$ cat src/rtl/equiv_vector_sequencer.sv
// Stimulus sequencer and checker for golden-vs-netlist equivalence runs:
// an exhaustive 2-input sweep, then LFSR vectors, counting output mismatches.
module equiv_vector_sequencer #(
  parameter int          NUM_RANDOM    = 500,
  parameter int          SETTLE_CYCLES = 1,
  parameter logic [15:0] LFSR_SEED     = 16'hACE1,
  parameter int          CNT_W         = 16
) (
  input  logic             clk,
  input  logic             rst,
  input  logic             start,
  output logic             a,
  output logic             b,
  input  logic             c_golden,
  input  logic             c_netlist,
  output logic             busy,
  output logic             done,
  output logic             pass,
  output logic [CNT_W-1:0] mismatch_cnt,
  output logic [CNT_W-1:0] first_fail_idx,
  output logic [CNT_W-1:0] vec_idx
);

  localparam logic [15:0]      SEED_EFF    = (LFSR_SEED == 16'h0000) ? 16'h0001 : LFSR_SEED;
  localparam logic [31:0]      LAST_IDX    = 32'(NUM_RANDOM + 3);
  localparam int               SC_W        = (SETTLE_CYCLES > 1) ? $clog2(SETTLE_CYCLES) : 1;
  localparam logic [SC_W-1:0]  SETTLE_LAST = SC_W'(SETTLE_CYCLES - 1);
  localparam logic [CNT_W-1:0] ALL_ONES    = {CNT_W{1'b1}};

  typedef enum logic [2:0] {
    IDLE    = 3'd0,
    DRIVE   = 3'd1,
    SETTLE  = 3'd2,
    COMPARE = 3'd3,
    FINISH  = 3'd4
  } state_t;

  state_t          state_r;
  logic [15:0]     lfsr_r;
  logic [31:0]     idx_r;
  logic [SC_W-1:0] settle_cnt_r;
  logic            mismatch_s;

  // Galois LFSR, taps 0xB400, shifting right
  function automatic logic [15:0] lfsr_step(input logic [15:0] v);
    return {1'b0, v[15:1]} ^ (v[0] ? 16'hB400 : 16'h0000);
  endfunction

  // Case inequality so an X/Z on either side is reported as a failure
  assign mismatch_s = (c_golden !== c_netlist);
  // Index kept wide internally so a narrow CNT_W cannot truncate the run length
  assign vec_idx    = idx_r[CNT_W-1:0];

  // Sequencer FSM with all outputs registered
  always_ff @(posedge clk) begin
    if (rst) begin
      state_r        <= IDLE;
      a              <= 1'b0;
      b              <= 1'b0;
      busy           <= 1'b0;
      done           <= 1'b0;
      pass           <= 1'b0;
      mismatch_cnt   <= '0;
      first_fail_idx <= ALL_ONES;
      idx_r          <= 32'd0;
      lfsr_r         <= SEED_EFF;
      settle_cnt_r   <= '0;
    end else begin
      case (state_r)
        IDLE, FINISH: begin
          if (start) begin
            state_r        <= DRIVE;
            busy           <= 1'b1;
            done           <= 1'b0;
            pass           <= 1'b0;
            mismatch_cnt   <= '0;
            first_fail_idx <= ALL_ONES;
            idx_r          <= 32'd0;
            lfsr_r         <= SEED_EFF;
          end else if (state_r == FINISH) begin
            busy <= 1'b0;
            done <= 1'b1;
            pass <= (mismatch_cnt == '0);
          end else begin
            state_r <= IDLE;
          end
        end
        DRIVE: begin
          if (idx_r < 32'd4) begin
            a <= idx_r[0];
            b <= idx_r[1];
          end else begin
            a      <= lfsr_r[0];
            b      <= lfsr_r[1];
            lfsr_r <= lfsr_step(lfsr_r);
          end
          settle_cnt_r <= '0;
          state_r      <= SETTLE;
        end
        SETTLE: begin
          if (settle_cnt_r == SETTLE_LAST) begin
            state_r <= COMPARE;
          end else begin
            settle_cnt_r <= settle_cnt_r + SC_W'(1);
          end
        end
        COMPARE: begin
          if (mismatch_s) begin
            if (mismatch_cnt != ALL_ONES) begin
              mismatch_cnt <= mismatch_cnt + CNT_W'(1);
            end
            if (first_fail_idx == ALL_ONES) begin
              first_fail_idx <= vec_idx;
            end
          end
          if (idx_r == LAST_IDX) begin
            state_r <= FINISH;
          end else begin
            idx_r   <= idx_r + 32'd1;
            state_r <= DRIVE;
          end
        end
        default: begin
          state_r <= IDLE;
        end
      endcase
    end
  end

endmodule

$ cat config.mk
export PLATFORM = sky130hd
export DESIGN_NAME = equiv_vector_sequencer
export DESIGN_NICKNAME = d
export VERILOG_FILES = /design/src/rtl/equiv_vector_sequencer.sv
export SDC_FILE = /design/constraint.sdc
export NUM_CORES = 1
export LEC_CHECK = 0
export ABC_AREA = 1
export BUFFER_PORTS_ARGS = -buffer_cell sky130_fd_sc_hd__buf_2
export CORE_AREA = 2 2 93 95
export DETAILED_ROUTE_END_ITERATION = 16
export DIE_AREA = 0 0 95 97
export HOLD_SLACK_MARGIN = 0.02
export PLACE_DENSITY = 0.92
export SLEW_MARGIN = 20
export SYNTH_ARGS = -nofsm -noshare
export SYNTH_HDL_FRONTEND = slang
export SYNTH_SLANG_ARGS = --single-unit
$ cat constraint.sdc
create_clock -name clk -period 4.1 [get_ports clk]
set_input_delay 0.82 -clock clk [delete_from_list [all_inputs] [get_ports clk]]
set_output_delay 0.82 -clock clk [all_outputs]
set_load 0.01 [all_outputs]
==> impl_metrics.py <==
metrics = {
    "synthesis": {
        "synth.avg_cell_area_um2": 6.33,
        "synthCells": 819,
        "yosysWarnings": 0,
        "synthesis.nets": 827,
        "syn_area_um2": 5180,
        "yosys.area.top_type": "dfxtp_1",
        "synthTopCellsByArea": "dfxtp_1 34%, nand2_1 16%, nor2_1 10%",
        "synth-seq-cells": 88,
        "synth.top_cell.area_share_pct": 34.0,
        "ys_types": 33,
        "seq_area_frac_synth_pct": 34.0,
    },
    "clocking": {
        "clk_path_buf_depth": 2,
        "cts_root_buffer": "clkbuf_8",
        "cts_tree": "done",
        "cts.clk_slew.worst_paths_ns": 0.09,
        "htree_num_levels": 3,
        "ctsHoldBuffers": 0,
        "clk_latency_ns": 0.37,
        "cts_buffers": 9,
        "post_cts_buffers": 0,
        "cts_resized": 0,
        "cts.sinks": 88,
    },
    "floorplan": {
        "die_area_um2": 9220,
        "rows": 33,
        "coreArea_um2": 8130,
        "die_height_um": 97,
        "io_pins": 58,
        "dieWidth_um": 95,
        "start_util_pct": 63.7,
    },
    "layout": {
        "design_area_um2": 5530,
        "insertedDiodeCount": 0,
        "nNetsFinal": 854,
        "drive_above_1_share_pct": 16.2,
        "syn_to_final_growth_pct": 6.74,
        "mostFrequentLayoutCell": "nand2_1",
        "layout_common_cells": "223 x nand2_1, 144 x nor2_1, 102 x nand3_1",
    },
    "run": {
        "cap_violations": 0,
    },
    "timing": {
        "finalMaxSlewViolations": 0,
        "grt_setup_unrepaired": "false",
        "fin_skew_ns": 0.0166,
        "layout_setup_ws_ns": 1.21,
        "finalSetupViolations": 0,
        "finalCritPeriodShare_pct": 70.5,
        "timing.final.hold_violations": 0,
        "setup_tns_ns": 0,
        "fmax_mhz": 346,
        "maxSlewHeadroom_pct": 61.3,
        "worst_slew_pin_slew_ns": 0.579,
        "period_minus_slack_ns": 2.89,
    },
    "grt": {
        "grt_antenna_before_repair": 0,
        "grt_pass1_vias": 4714,
        "grt_max_degree": 32,
        "grtUsageTotal_pct": 28.2,
        "gr-total-overflow": 0,
        "grt_pass1_wl_um": 21200,
    },
    "detailed_routing": {
        "firstDrtPassIters": 5,
        "viasPerCell": 5.45,
        "routed_wl_um": 12500,
        "initialDrtViolationCount": 350,
        "wl_per_cell_um": 13.1,
        "vias": 5210,
        "postRouteAntennaNets": 0,
        "drc": 0,
    },
    "setup_path": {
        "end_kind": "flop",
        "worstPathArrival_ns": 3.12,
        "cp_max_fo": 31,
        "critical_path_class": "flop to flop",
        "cp.required_ns": 4.33,
        "crit_path_start_kind": "flop",
    },
    "place": {
        "placed_cell_area_um2": 5350,
        "portBuffers": 57,
        "pre_cts_slack_ns": 1.26,
        "place_hpwl_um": 9080,
        "gp_congestion": 0.986,
    },
    "pwr": {
        "peakVddDrop_v": 0.000156,
        "power.density_nw_per_um2": 322,
        "power_leakage_nw": 2.19,
    },
    "run_status": {
        "status": "complete, no violations",
    },
    "worst_hold_path": {
        "hold_class": "flop to flop",
    },
}
## metrics by stage
step	hold slack, ns	utilization [%]	total power [mW]	std cells
floorplan	0.424	-	1.16	819
global placement	0.436	65.8	1.22	940
detailed placement	0.447	65.8	1.23	940
CTS	0.472	68.0	1.78	956
global route	0.490	68.0	1.86	956
finish	0.466	68.0	1.78	956
## sequential cells by signal, indices dropped and copies added (netlist names)
| signal | count |
|---|---|
| a | 1 |
| busy | 1 |
| b | 1 |
| done | 1 |
| mismatch_cnt | 16 |
| first_fail_idx | 16 |
| state_r | 3 |
| idx_r | 32 |
| pass | 1 |
| lfsr_r | 16 |
## layer usage
metal  part of all wire (%)  track usage [%]  wire (um)  up-vias
met3                    7.1             4.36        880       24
li1                       -                -          -     2646
met2                     47             45.9       5910      175
met4                    2.0             10.5        250        0
met5                      0                0          0        -
met1                     44             37.6       5440     2365
## synth_stat cells
cell	n
dfxtp_1	88
clkbuf_2	1
nand3_4	1
nand2_1	223
nand3_2	2
xnor2_1	2
a21oi_2	20
o21ai_1	1
xor2_1	10
inv_1	68
clkinv_1	1
nand2_2	27
nor2_1	144
o21bai_1	1
nand3_1	102
o21ai_0	26
clkbuf_1	11
nor4_1	2
nor3_4	1
nor2_4	2
a21oi_1	25
or2_2	2
ha_1	3
buf_4	16
nor3_1	3
inv_2	5
nand2_4	1
buf_6	4
buf_1	1
nand4_1	8
buf_2	11
o211ai_1	6
nor2_2	1
## critical path: stages, from the launching register on
cell     delay [ns]
dfxtp_1        0.45
nand3_2        0.43
inv_2          0.62
nand2_1        0.14
nand2_1        0.09
inv_2          0.10
nand2_2        0.32
nand2_1        0.28
o21ai_0        0.19
nand3_1        0.12
## logic make-up after synthesis
logic type	Yosys count	share of synthesized area [%]
AOI/OAI and AO/OA	79	9.42
buffers and inverters	118	10.6
DFF	88	34.0
and+or+nand+nor	519	43.3
xor gates and xnor gates	12	2.03
adders and majority gates	3	0.725
## final timing paths
path                                 start                 to  slack, ns  cells past startpoint
worst min-delay path            lfsr_r[15]         lfsr_r[15]       0.47                      2
worst min register to register  lfsr_r[15]         lfsr_r[15]       0.47                      2
worst max-delay path            state_r[1]  first_fail_idx[8]       1.21                      9
worst max register to register  state_r[1]  first_fail_idx[8]       1.21                      9
## cell type report
class,instances,area (um^2)
flip-flops and latches,88,1760
well taps,105,131
clock inverters,6,42.5
fillers,715,2600
clock buffers,10,138
multi-input cells,613,2870
repair buffers,60,308
inverters,74,278
## where the power goes
part | switching, mW | leakage (nW) | internal, mW
clock | 0.329 | 0.0887 | 0.238
combinational | 0.180 | 1.39 | 0.0894
sequential | 0.0413 | 0.717 | 0.901
total | 0.551 | 2.19 | 1.23
(Power assumes the default switching activity.)
